## src/rtl/fp_round_pack.sv

```systemverilog
// rtl/fp_round_pack.sv - round-to-nearest-even and IEEE-754 single packing, two-stage pipeline
// Stage 1 rounds the significand; stage 2 renormalizes on carry and resolves zero/flush/overflow.
module fp_round_pack #(
  parameter int MANTISSA_N = 25,
  parameter int EXP_N      = 8,
  parameter int RESULT_N   = 32
) (
  input  logic                  clock,
  input  logic                  reset,
  input  logic                  in_valid,
  output logic                  in_ready,
  input  logic                  sign,
  input  logic [EXP_N-1:0]      exp,
  input  logic [MANTISSA_N-1:0] mantissa,
  input  logic                  sticky,
  output logic                  out_valid,
  input  logic                  out_ready,
  output logic [RESULT_N-1:0]   result,
  output logic                  inexact,
  output logic                  overflow,
  output logic                  underflow
);
  localparam int FRAC_N = MANTISSA_N - 2;

  logic                  s1_valid;
  logic                  s1_sign;
  logic [EXP_N-1:0]      s1_exp;
  logic [MANTISSA_N-1:0] s1_sig;
  logic                  s1_inexact;
  logic                  s1_is_zero;
  logic                  s2_valid;
  logic                  s1_advance;

  logic                  round_up;
  logic [MANTISSA_N-1:0] sig_next;

  assign s1_advance = !s2_valid || out_ready;
  assign in_ready   = !s1_valid || s1_advance;
  assign out_valid  = s2_valid;

  assign round_up = mantissa[0] & (sticky | mantissa[1]);
  assign sig_next = {1'b0, mantissa[MANTISSA_N-1:1]} + {{(MANTISSA_N-1){1'b0}}, round_up};

  always_ff @(posedge clock) begin
    if (in_valid && in_ready) begin
      s1_sign    <= sign;
      s1_exp     <= exp;
      s1_sig     <= sig_next;
      s1_inexact <= mantissa[0] | sticky;
      s1_is_zero <= (mantissa == '0) && !sticky;
    end
  end

  logic [EXP_N:0]        exp_r;
  logic [FRAC_N-1:0]     frac;
  logic [RESULT_N-1:0]   pack_result;
  logic                  pack_inexact;
  logic                  pack_overflow;
  logic                  pack_underflow;

  always_comb begin
    exp_r = {1'b0, s1_exp};
    frac  = s1_sig[FRAC_N-1:0];
    // A rounding carry leaves 1.000..0; shifting right by one yields a zero fraction.
    if (s1_sig[MANTISSA_N-1]) begin
      exp_r = {1'b0, s1_exp} + {{EXP_N{1'b0}}, 1'b1};
      frac  = s1_sig[MANTISSA_N-2:1];
    end
    pack_result    = {s1_sign, exp_r[EXP_N-1:0], frac};
    pack_inexact   = s1_inexact;
    pack_overflow  = 1'b0;
    pack_underflow = 1'b0;
    if (s1_is_zero) begin
      pack_result  = '0;
      pack_inexact = 1'b0;
    end else if (s1_exp == '0) begin
      pack_result    = {s1_sign, {(RESULT_N-1){1'b0}}};
      pack_underflow = 1'b1;
    end else if (exp_r >= {1'b0, {EXP_N{1'b1}}}) begin
      pack_result   = {s1_sign, {EXP_N{1'b1}}, {FRAC_N{1'b0}}};
      pack_overflow = 1'b1;
      pack_inexact  = 1'b1;
    end
  end

  always_ff @(posedge clock) begin
    if (reset) begin
      s1_valid  <= 1'b0;
      s2_valid  <= 1'b0;
      result    <= '0;
      inexact   <= 1'b0;
      overflow  <= 1'b0;
      underflow <= 1'b0;
    end else begin
      if (in_ready) begin
        s1_valid <= in_valid;
      end
      if (s1_advance) begin
        s2_valid <= s1_valid;
      end
      // Output word only changes when a new result moves in, so it holds under backpressure.
      if (s1_advance && s1_valid) begin
        result    <= pack_result;
        inexact   <= pack_inexact;
        overflow  <= pack_overflow;
        underflow <= pack_underflow;
      end
    end
  end
endmodule

```

## config.mk

```make
export PLATFORM = sky130hd
export DESIGN_NAME = fp_round_pack
export DESIGN_NICKNAME = d
export VERILOG_FILES = /design/src/rtl/fp_round_pack.sv
export SDC_FILE = /design/constraint.sdc
export NUM_CORES = 1
export LEC_CHECK = 0
export ABC_AREA = 0
export CAP_MARGIN = 20
export CORE_UTILIZATION = 33
export CTS_CLUSTER_DIAMETER = 30
export CTS_CLUSTER_SIZE = 24
export DETAILED_ROUTE_END_ITERATION = 12
export DONT_BUFFER_PORTS = 1
export PLACE_DENSITY_LB_ADDON = 0.25
export SYNTH_ARGS = -nofsm -noshare
export SYNTH_HDL_FRONTEND = slang
export SYNTH_SLANG_ARGS = --single-unit
```

## constraint.sdc

```tcl
create_clock -name clock -period 2.36 [get_ports clock]
set_input_delay 0.354 -clock clock [delete_from_list [all_inputs] [get_ports clock]]
set_output_delay 0.354 -clock clock [all_outputs]
set_load 0.005 [all_outputs]
```

==> results.md <==
- Leak Pwr: 1.342 nW
- Max-slew violations: 0
- I/O Pins: 76
- Synth Area in Compound Gates: 0.1092
- Tmin final: 2.115 ns
- RSZ-0062 raised after global routing: false
- Clock sinks: between 70 and 80
- Top cells by area, synth: edfxtp_1 31%, dfxtp_1 21%, mux2i_1 6.9%, o21ai_2 5.0%, xnor2_1 5.0%
- Area after DPL: approximately 3600 um2
- Syn Inst Count: approximately 320
- Initial Util: 0.3389
- Final setup fails: 0
- Nature of the critical path startpoint: flip-flop
- I/O Buffers: 0
- Gr usage total: 0.1384
- Core box area: slightly above 10000 um2
- Crit path required time: 2.60 ns
- Hold path start: reset
- Adder-Cell Fraction of Synth Area: 0.01078
- Layout overhead on the synthesized area: 9.734%
- CTS Root Cell: clkbuf_8
- Total gr overflow: 0
- Worst slew margin: 0.6289
- Vias in the first global route: roughly 2400
- Worst vdd ir: 0.3290 mV
- Post-CTS resize count: 0
- Vert. Die Dim: between 100 and 150 um
- Vias per Instance: 5.026
- H-tree Lvls: 3
- Antenna diodes: 0
- Wire per inst: 15.39 um
- Crit. Startpoint: s1_exp[1]$_DFFE_PP_
- Pwr dens: 679.8 nW/um2
- Post-synth top area share: 0.3103
- Drt first pass iters: 4
- Met2 Use GR: 0.2289
- Post-synth EDFFs: 36
- Worst skew pair latency: about 0.35 ns
- Area of the multi-input gates: between 1500 and 2000 um2
- Async set-reset flop share out of synthesis: 0
- Synth unique cells: 44
- Die area: 10970 um2
- Initial antenna violation count: 0
- Worst Clk Skew: 0.01046 ns
- Yosys reg bits: 73
- Syn Area/Cell: 10.99 um2
- Sequential fraction of the synthesis area: 0.5230
- Yosys warning count: 0
- Crit path max fanout: 10
- Clock buffer depth: 2
- HP Class: primary input to flip-flop
- Detailed Route WL: ~7100 um
- M3 GR Usage: 0.06176
- Least-Margin Pin Slew: 0.5516 ns
- Main synth FF type: dfxtp_1
- Maxcap violations: 0
- Post-Synth Simple-Gate Area: 0.1760
- Detailed-route via count: 2327
- Post-synthesis mux area share: 0.07220
- Row cnt: 37
- Share of layout cells above drive strength 1: 0.1621
- Die span in x: 104.7 um
- Worst-path clk slew: 0.07 ns
- Synth Area in XOR/XNOR: 0.07040
- Final Instance Area: 3822 um2
- Critical Path End Type: flip-flop
- Drc violations: 0
- Setup Fix Bufs, Post-CTS: 0
- Commonest non-fill, non-tap cell in the layout: nand2_1
- Final #Nets: about 360
- Main combinational cell family by area after synthesis: simple AND/OR/NAND/NOR gates
- CTS tree: done
- Detailed Place HPWL: ~5400 um
- Fmax: 472.9 MHz
- DRT iter0 DRCs: 97
- First-pass GRT wire length: 11500 um
- Gr busiest metal: met2
- Largest net degree at the start of global routing: 37
- Syn nets: 359
- Worst R2R Start: s1_exp[1]$_DFFE_PP_
- Fin. Hold Viols: 0
- Met1 usage: 0.1582
- Critical path arrival: 2.35 ns
- Status: completed
- Critical path type: flip-flop to flip-flop
- Synthesized area: 3483 um2
- Final Cycle Share: 0.8961
- Post-route ant nets: 0
- Setup TNS: 0 ns
- Storage cell area: 1822 um2
- GPL Wtd Cong: approximately 0.8
- Hold Buf Count CTS: 0
- Largest area contributor in the netlist: edfxtp_1
- Most frequent cells in the layout: 44 x nand2_1, 37 x dfxtp_1, 36 x edfxtp_1
- TritonCTS buffer count: 9
- FILL cells: 1053
flip-flops by register name, indices dropped and copies added, names as in the netlist:
name / count
overflow: 1
s1_sig: 25
s1_is_zero: 1
s1_inexact: 1
underflow: 1
result: 32
s1_sign: 1
inexact: 1
s1_exp: 8
s1_valid: 1
out_valid: 1
power by group:
group / switching, mW / leakage, nW / internal [mW] / total [mW]
clock: 0.452 / 0.0970 / 0.514 / 0.966
combinational: 0.104 / 0.592 / 0.0840 / 0.188
sequential: 0.0469 / 0.653 / 1.40 / 1.44
total: 0.604 / 1.34 / 1.99 / 2.60
cells in the mapped netlist, drive strengths merged (3+ instances only):
| master | number |
|---|---|
| a21oi | 8 |
| a22oi | 8 |
| and3 | 8 |
| buf | 9 |
| clkbuf | 6 |
| dfxtp | 37 |
| edfxtp | 36 |
| ha | 3 |
| inv | 5 |
| mux2i | 24 |
| nand2 | 44 |
| nand2b | 4 |
| nand3 | 14 |
| nand4 | 7 |
| nor2 | 15 |
| nor3 | 3 |
| nor4 | 7 |
| o21ai | 26 |
| o22ai | 4 |
| or4 | 3 |
| xnor2 | 20 |
| xor2 | 8 |
layer usage:
layer	wire length (um)	up-vias
li1	-	1161
met1	3118	1080
met2	3382	79
met3	518	7
met4	106	0
met5	0	-
area by class of cell:
| class | instances | share of cell area |
|---|---|---|
| flip-flops and latches | 73 | 0.4766 |
| inverters | 5 | 0.004910 |
| clock buffers | 11 | 0.03699 |
| clock inverters | 5 | 0.01440 |
| well taps | 136 | 0.04452 |
| repair buffers | 10 | 0.02291 |
| multi-input cells | 223 | 0.3997 |
kinds of logic after synthesis:
logic type / Yosys count
AO/OA/AOI/OAI: 51
XOR/XNOR: 28
adder cells (fa/ha/maj): 3
buffers and inverters: 21
flip-flops: 73
multiplexers: 25
AND/OR/NAND/NOR: 116
critical path: stages, from the launching register on:
cell      delay, ns
edfxtp_1       0.41
inv_1          0.09
ha_1           0.13
or4b_4         0.47
nor4_4         0.25
nor3_4         0.14
nand2b_4       0.12
a21o_4         0.13
buf_4          0.20
o21ai_2        0.07
path summary, 6_finish.rpt:
check	end	slack, ns	cells after the start
min reg2reg	result[29]$_SDFFE_PP0P_	0.48	2
max reg2reg	result[11]$_SDFFE_PP0P_	0.25	9
max	result[11]$_SDFFE_PP0P_	0.25	9
min	result[27]$_SDFFE_PP0P_	0.08	1
metrics by stage:
stage | total power [mW] | util | hold WS (ns) | instances | setup WS [ns]
2_1_floorplan | 1.618 | - | 0.4483 | 317 | 0.3301
3_3_place_gp | 1.660 | 0.3514 | 0.4261 | 445 | 0.1667
3_5_place_dp | 1.664 | 0.3514 | 0.4271 | 445 | 0.1186
4_1_cts | 2.645 | 0.3705 | 0.04871 | 461 | 0.1163
5_1_grt | 2.729 | 0.3719 | 0.04665 | 463 | 0.1060
6_report | 2.599 | 0.3719 | 0.07608 | 463 | 0.2452
Note: power is estimated with default switching activity, not from simulation.
